--- config.mk ---
export PLATFORM = sky130hd
export DESIGN_NAME = dcache_write_buffer
export DESIGN_NICKNAME = d
export VERILOG_FILES = /design/src/rtl/dcache_write_buffer.sv
export SDC_FILE = /design/constraint.sdc
export NUM_CORES = 2
export LEC_CHECK = 0
export ABC_AREA = 1
export CAP_MARGIN = 20
export CELL_PAD_IN_SITES_DETAIL_PLACEMENT = 1
export CELL_PAD_IN_SITES_GLOBAL_PLACEMENT = 1
export CORE_MARGIN = 2
export CORE_UTILIZATION = 41
export DETAILED_ROUTE_END_ITERATION = 10
export GPL_ROUTABILITY_DRIVEN = 1
export HOLD_SLACK_MARGIN = 0.05
export PLACE_DENSITY = 0.88
export SETUP_SLACK_MARGIN = 0.1
export SYNTH_ARGS = -nofsm -noshare
export SYNTH_HDL_FRONTEND = slang
export SYNTH_SLANG_ARGS = --single-unit
--- constraint.sdc ---
create_clock -name clk -period 3.4 [get_ports clk]
set_input_delay 0.68 -clock clk [delete_from_list [all_inputs] [get_ports clk]]
set_output_delay 0.68 -clock clk [all_outputs]
set_load 0.02 [all_outputs]
--- src/rtl/dcache_write_buffer.sv ---
// dcache_write_buffer: FIFO of pending dcache line/store writes drained
// one at a time to the AXI write port, with RAW address lookup.
module dcache_write_buffer #(
    parameter int DEPTH = 4,
    parameter int PTR_W = 2
) (
    input  logic         clk,
    input  logic         resetn,
    input  logic         in_wr_req,
    input  logic [2:0]   in_wr_type,
    input  logic [31:0]  in_wr_addr,
    input  logic [3:0]   in_wstrb,
    input  logic [127:0] in_wdata,
    output logic         in_wr_rdy,
    output logic         out_wr_req,
    output logic [2:0]   out_wr_type,
    output logic [31:0]  out_wr_addr,
    output logic [3:0]   out_wstrb,
    output logic [127:0] out_wdata,
    input  logic         out_wr_rdy,
    input  logic [31:0]  lookup_addr,
    output logic         lookup_hit,
    output logic [127:0] lookup_data,
    output logic         empty
);

    typedef enum logic [1:0] {
        S_IDLE,
        S_REQ,
        S_WAIT
    } state_t;

    localparam logic [PTR_W:0] L_DEPTH = (PTR_W+1)'(DEPTH);

    state_t             r_state;
    state_t             w_state_nxt;
    logic [2:0]         r_type  [DEPTH];
    logic [31:0]        r_addr  [DEPTH];
    logic [3:0]         r_wstrb [DEPTH];
    logic [127:0]       r_data  [DEPTH];
    logic [PTR_W-1:0]   r_wr_ptr;
    logic [PTR_W-1:0]   r_rd_ptr;
    logic [PTR_W:0]     r_count;
    logic               w_push;
    logic               w_pop;
    logic               w_hit;
    logic [127:0]       w_ldata;

    // Ready depends only on the registered count, so a pop never frees a slot
    // for a push in the same cycle.
    assign in_wr_rdy = resetn & (r_count != L_DEPTH);
    assign w_push    = in_wr_req & in_wr_rdy;
    assign w_pop     = (r_state == S_WAIT) & out_wr_rdy;

    assign out_wr_req  = (r_state == S_REQ);
    assign out_wr_type = r_type[r_rd_ptr];
    assign out_wr_addr = r_addr[r_rd_ptr];
    assign out_wstrb   = r_wstrb[r_rd_ptr];
    assign out_wdata   = r_data[r_rd_ptr];
    assign empty       = (r_count == '0) && (r_state == S_IDLE);
    assign lookup_hit  = w_hit;
    assign lookup_data = w_ldata;

    // Entry storage: write the tail slot on a push.
    always_ff @(posedge clk or negedge resetn) begin
        if (!resetn) begin
            for (int i = 0; i < DEPTH; i++) begin
                r_type[i]  <= '0;
                r_addr[i]  <= '0;
                r_wstrb[i] <= '0;
                r_data[i]  <= '0;
            end
        end else if (w_push) begin
            r_type[r_wr_ptr]  <= in_wr_type;
            r_addr[r_wr_ptr]  <= in_wr_addr;
            r_wstrb[r_wr_ptr] <= in_wstrb;
            r_data[r_wr_ptr]  <= in_wdata;
        end
    end

    // Pointers wrap naturally at DEPTH; count tracks occupancy.
    always_ff @(posedge clk or negedge resetn) begin
        if (!resetn) begin
            r_wr_ptr <= '0;
            r_rd_ptr <= '0;
            r_count  <= '0;
        end else begin
            if (w_push) r_wr_ptr <= r_wr_ptr + 1'b1;
            if (w_pop)  r_rd_ptr <= r_rd_ptr + 1'b1;
            unique case ({w_push, w_pop})
                2'b10:   r_count <= r_count + 1'b1;
                2'b01:   r_count <= r_count - 1'b1;
                default: r_count <= r_count;
            endcase
        end
    end

    // Drain FSM state register.
    always_ff @(posedge clk or negedge resetn) begin
        if (!resetn) r_state <= S_IDLE;
        else         r_state <= w_state_nxt;
    end

    // Drain FSM next state: request, wait for the write response, then pop.
    always_comb begin
        w_state_nxt = r_state;
        unique case (r_state)
            S_IDLE: if (r_count != '0 && out_wr_rdy) w_state_nxt = S_REQ;
            S_REQ:  if (out_wr_rdy) w_state_nxt = S_WAIT;
            S_WAIT: if (out_wr_rdy) w_state_nxt = S_IDLE;
            default: w_state_nxt = S_IDLE;
        endcase
    end

    // Lookup walks entries oldest to youngest so the youngest match wins.
    always_comb begin
        logic [PTR_W-1:0] w_idx;
        w_hit   = 1'b0;
        w_ldata = '0;
        w_idx   = '0;
        for (int k = 0; k < DEPTH; k++) begin
            w_idx = r_rd_ptr + PTR_W'(k);
            if (((PTR_W+1)'(k) < r_count) &&
                (r_addr[w_idx][31:4] == lookup_addr[31:4])) begin
                w_hit   = 1'b1;
                w_ldata = r_data[w_idx];
            end
        end
    end

endmodule

# Yosys cells after proc, flatten, opt, wreduce, memory -nomap -nowiden
# Cells that the tools add are included.
# word_totals
reg_bits	677
latch_bits	0
mem_bits_rw	0
romBits	0
out_inout_bits	299
elab_cells	123
memories	0
# op_classes
add_sub_neg	6
mul	0
div	0
magnitude_cmp	10
n_eq_ne	12
n_shift	0
muxes	55
n_bitwise	8
reduce_logical	12
# ops
operator	count
$mux 128	13
$bmux 128 s2	4
$bwmux 512	1
$mux 32	9
$bmux 32 s2	4
$demux 128 s2	1
$bwmux 128	1
$eq 28x28->1	4
$demux 32 s2	1
$bwmux 16	1
$ge 3x3->1 const B	5
$not 2->3	5
$bwmux 12	1
$mux 4	3
$mux 3	3
$bmux 4 s2	1
$demux 4 s2	1
$logic_and 1x1->1	7
$bmux 3 s2	1
$demux 3 s2	1
$lt 1x3->1 const A	2
$lt 2x3->1 const A	2
$mux 2	3
$pmux 2 s3	1
other kinds (18)	28

# Longest topological paths before layout
# logic_depth
word_depth	10
depth_mapped	22
ltp_nobuf	18

# Least setup slack after synthesis
# OpenSTA, ideal clock, no wires.
# synth_timing
path_kind	register to output
startpoint	register r_rd_ptr[0]
endpoint	output port lookup_data[100]
t_arrival_ns	2.504
required_ns	2.720
setup_slack_ns	0.216
path_stages_with_launch	14
n_path_buf	6
path_cell_list	dfrtp_1 -> buf_4 -> buf_4 -> buf_2 -> buf_4 -> clkbuf_1 -> clkbuf_1 -> nand2_1 -> o21ai_0 -> o21ai_0 -> nand3_1 -> nor2_1 -> o21ai_1 -> nand2_1
# synth_between
elab_cells_between_ends	43
cone_classes	add/sub: 3; eq/ne: 4; mux: 28; bitwise: 4; reduce/logical: 4
# synth_rtl
element	line_no	text
start, declared	42	logic [PTR_W-1:0] r_rd_ptr;
start signal, assigned	89	if (w_pop) r_rd_ptr <= r_rd_ptr + 1'b1;
$not 2->3	--	
$bmux 128 s2	--	
$mux 128 (2 in a row)	--	
via out_wdata[100]	19	output logic [127:0] out_wdata,
$mux 128 (4 in a row)	123	if (((PTR_W+1)'(k) < r_count) &&
end, declared	23	output logic [127:0] lookup_data,
# The timed path passes the listed nets, and every way through them passes these cells. The select of a mux whose other input is x is not followed.

# Worst setup path in the final report
# layout_timing
startpoint	register r_rd_ptr[1]
endpoint	output port lookup_data[70]
# layout_between
elab_chain_len	10
elab_cells_between_ends	43
cone_classes	add/sub: 3; eq/ne: 4; mux: 28; bitwise: 4; reduce/logical: 4
# layout_lines
element	line_no	text
$add 2x1->2 / $not 2->3 (equally long branches)	122, 124, 126	
$not 2->3 (not written as such) / $bmux 32 s2 (equally long branches)	124, 126	
$bmux 32 s2 / $mux 32 (equally long branches)	124	(r_addr[w_idx][31:4] == lookup_addr[31:4])) begin
$mux 32 (not written as such)	124	
$mux 32 (not written as such) / $eq 28x28->1 (equally long branches)	124	
$eq 28x28->1 / $logic_and 1x1->1 (equally long branches)	124, 123	
$logic_and 1x1->1 / $mux 128 (equally long branches)	123	
$mux 128 (2 in a row)	123	
$mux 128 (*)	123	
# Every way passes the cells marked *; elsewhere a longest branch is shown, timed or not. The select of a mux whose other input is x is not followed.

==> metrics <==
HPWL after detailed placement 142000 um; average vias per placed instance 6.38; ratio of cells with drive above 1 in the final layout 20.8%; post-placement cell area 58500 sq um; Hold Path Class input pin to async pin; H-tree lvl count 3; initial antenna violation count 49; clock latency on the worst-skew pair 710 ps; CP endpoint kind output pin; Slowest Stage Delay on Critical Path 590 ps; Post-Syn Instances 7305; failing checks setup timing; worst relative slew slack 23.2%; critical path class flip-flop to output pin; Post-Synth Simple-Gate Area 27.8%; unique cell type count in the Yosys netlist 31; Reg2Reg Launch Point r_count[1]$_DFFE_PN0P_; CTS Sinks 677; Final Instance Count excl. Fillers 9752; Residual DRC 0; global-route wire length before repair 349000 um; Critical Path End lookup_data[70]; vias in the first global route 60271; R2R cell count 10; R2R Setup Slk -210 ps; CTS tree yes; most used cell, CP nand2_1; most frequent cells in the layout 2349 x nand2_1, 1357 x o21ai_0, 810 x inv_1; Initial Util 41.2%; largest family of logic cells by synthesized area simple AND/OR/NAND/NOR gates; DRT iter0 DRCs 8339; Setup Viol. Count Final 401; height of the die 345 um; placed cells 9426; via count 62247; Port Buffers 497; final-report max-slew violation count 0; fin crit period 5050 ps; highest-delay cell along the critical path dfrtp_2; CTS max path bufs 3; Leak 31.9 nW; Mean Syn Cell Area 6.54 sq um; ANT nets after route 0; Hold Buf Count CTS 0; XOR/XNOR share of the synthesized area 0.220%; maximum VDD drop 0.00105 V; sequential-to-total area share from yosys stat 35.5%; Worst Tran Pin Value 1140 ps; row cnt 125; worst-path cell chain buf_4, nand2_4, nand2_8, buf_4, nand2_1, nand2_1, nand2_1, nand2_1, nand3_1, nor2_1, nand2_1, nor2_4, buf_12, buf_12, nor2_1, o21ai_2, nand2_1, buf_4; TritonRoute pass-1 iters 7; Net count, final 8347; Worst EP arrival 4370 ps; total grt overflow 0; CP required 2720 ps; P&R area growth vs syn 35.9%; GRT Overall Usage 37.0%; final worst slack -1650 ps; compound-gate portion of the synthesized area 16.8%; Clock Skew 44.8 ps; mux contribution to synthesized area 7.94%; FMAX 198 MHz; die footprint 119000 sq um; Root Driver clkbuf_16; outcome complete, but fails checks; R2R Path End r_data[263]$_DFFE_PN0P_; MaxCap Viol Count 0; I/O pins 502; Syn Nets 7517; Clock transition at path regs 70 ps; Die X 345 um; critical path fanouts, max 17; Routed WL 278000 um; pin count of the biggest net entering global routing 201; Adder-Cell Fraction of Synth Area 0.236%; synth top area cells dfrtp_1 35%, nand2_1 20%, o21ai_0 15%; commonest non-fill, non-tap cell in the layout nand2_1; post-route cell area 64900 sq um; Power Density 1160 nW/um^2; gpl congestion 0.998; RSZ-0062 raised after global routing yes; Final Hold Viols 0; Yosys top cell area share 35.5%; Final Cycle Share 149%; mean routed wirelength per cell 28.5 um; CP startpoint r_rd_ptr[1]$_DFFE_PN0P_; Synth Cell Area 47800 sq um; Yosys reg bits 677; yosys warns 0; crit path launch type flip-flop; setup_tns -319990 ps; CORE AREA 116000 sq um; clock buffer count from CTS 83; Synth area leader dfrtp_1
-- synth_stat cells, drive strengths merged --
master and count:
clkbuf 231, dfrtp 677, xor2 10, or2 1, mux2 337, buf 302, nand2 2505, nand3 611
a21boi 1, o21ai 1539, nor2 196, o21a 1, o221ai 11, nand3b 1, nand4 11, o22ai 1
inv 822, ha 9, o211ai 10, nor3 3, clkinv 1, a21oi 12, xnor2 2, a22oi 11
-- worst min path at each step --
stage / startpoint / end / slack, ps / cells past startpoint
2_1_floorplan: resetn / r_addr[0]$_DFFE_PN0P_ / 380 / 0
3_5_place_dp: r_addr[98]$_DFFE_PN0P_ / r_addr[98]$_DFFE_PN0P_ / 500 / 1
3_3_place_gp: r_type[10]$_DFFE_PN0P_ / r_type[10]$_DFFE_PN0P_ / 490 / 1
4_1_cts: resetn / r_addr[73]$_DFFE_PN0P_ / 80 / 2
6_report: resetn / r_addr[73]$_DFFE_PN0P_ / 100 / 2
5_1_grt: resetn / r_addr[73]$_DFFE_PN0P_ / 90 / 2
-- metal layers --
layer	routed length, um	global-route usage (%)	part of all wire [%]
met1	95500	43.6	34
met3	32600	7.61	12
met5	322	0	0.12
met2	121000	60.4	44
met4	28400	25.6	10
-- critical path, delay by kind of cell, from the launching register on --
| family | cells | cell delay (ps) |
|---|---|---|
| AO/OA/AOI/OAI | 1 | 190 |
| AND/OR/NAND/NOR | 12 | 1790 |
| buffers and inverters | 5 | 1050 |
| flip-flops | 1 | 590 |
-- power by group --
part           total [mW]  switching (mW)  internal (mW)
Combinational        50.5            32.5           18.0
Clock                9.63            4.33           5.30
Sequential           15.2            3.06           12.1
Total                75.3            39.9           35.4
-- flip-flops by register name, summed over array words and instances (netlist names) --
name      flops
r_count       3
r_state       2
r_rd_ptr      2
r_wr_ptr      2
r_type       12
r_data      512
r_wstrb      16
r_addr      128
-- area by class of cell --
type                            count  area (sq um)
Multi-Input combinational cell   5272         26700
Sequential cell                   677         16900
Antenna cell                       35          87.6
Tap cell                         1524          1910
Fill cell                       14577         51000
Clock inverter                     33           444
Inverter                          823          3110
Clock buffer                      110          2290
Timing Repair Buffer             1278         13400
-- stage by stage --
step	hold slack (ps)	util, %	power (mW)	setup WS, ps
CTS	84.5	53.6	67.2	-1260
global route	91.6	56.0	78.1	-1770
floorplan	384	-	37.3	216
global placement	489	50.5	53.4	-985
detailed placement	497	50.5	55.9	-1050
finish	99.9	56.0	75.3	-1650
-- kinds of logic (layout without fill, tap and decap cells) --
| kind of cell | count (synthesis) | count (layout) |
|---|---|---|
| buf+inv | 1356 | 2244 |
| flops | 677 | 677 |
| simple gates | 3328 | 3328 |
| compound gates | 1586 | 1586 |
| other cells | 0 | 35 |
| xor+xnor | 12 | 12 |
| mux | 337 | 337 |
| fa+ha+maj | 9 | 9 |
-- what timing repair did --
action / 4_1_cts / 5_1_grt
gates cloned: 6 / 41
setup endpoints to repair: 297 / 618
pin swaps: 22 / 138
gates resized for setup: 455 / 646
buffers inserted: 51 / 51
Power figures use the tool's default switching activity.
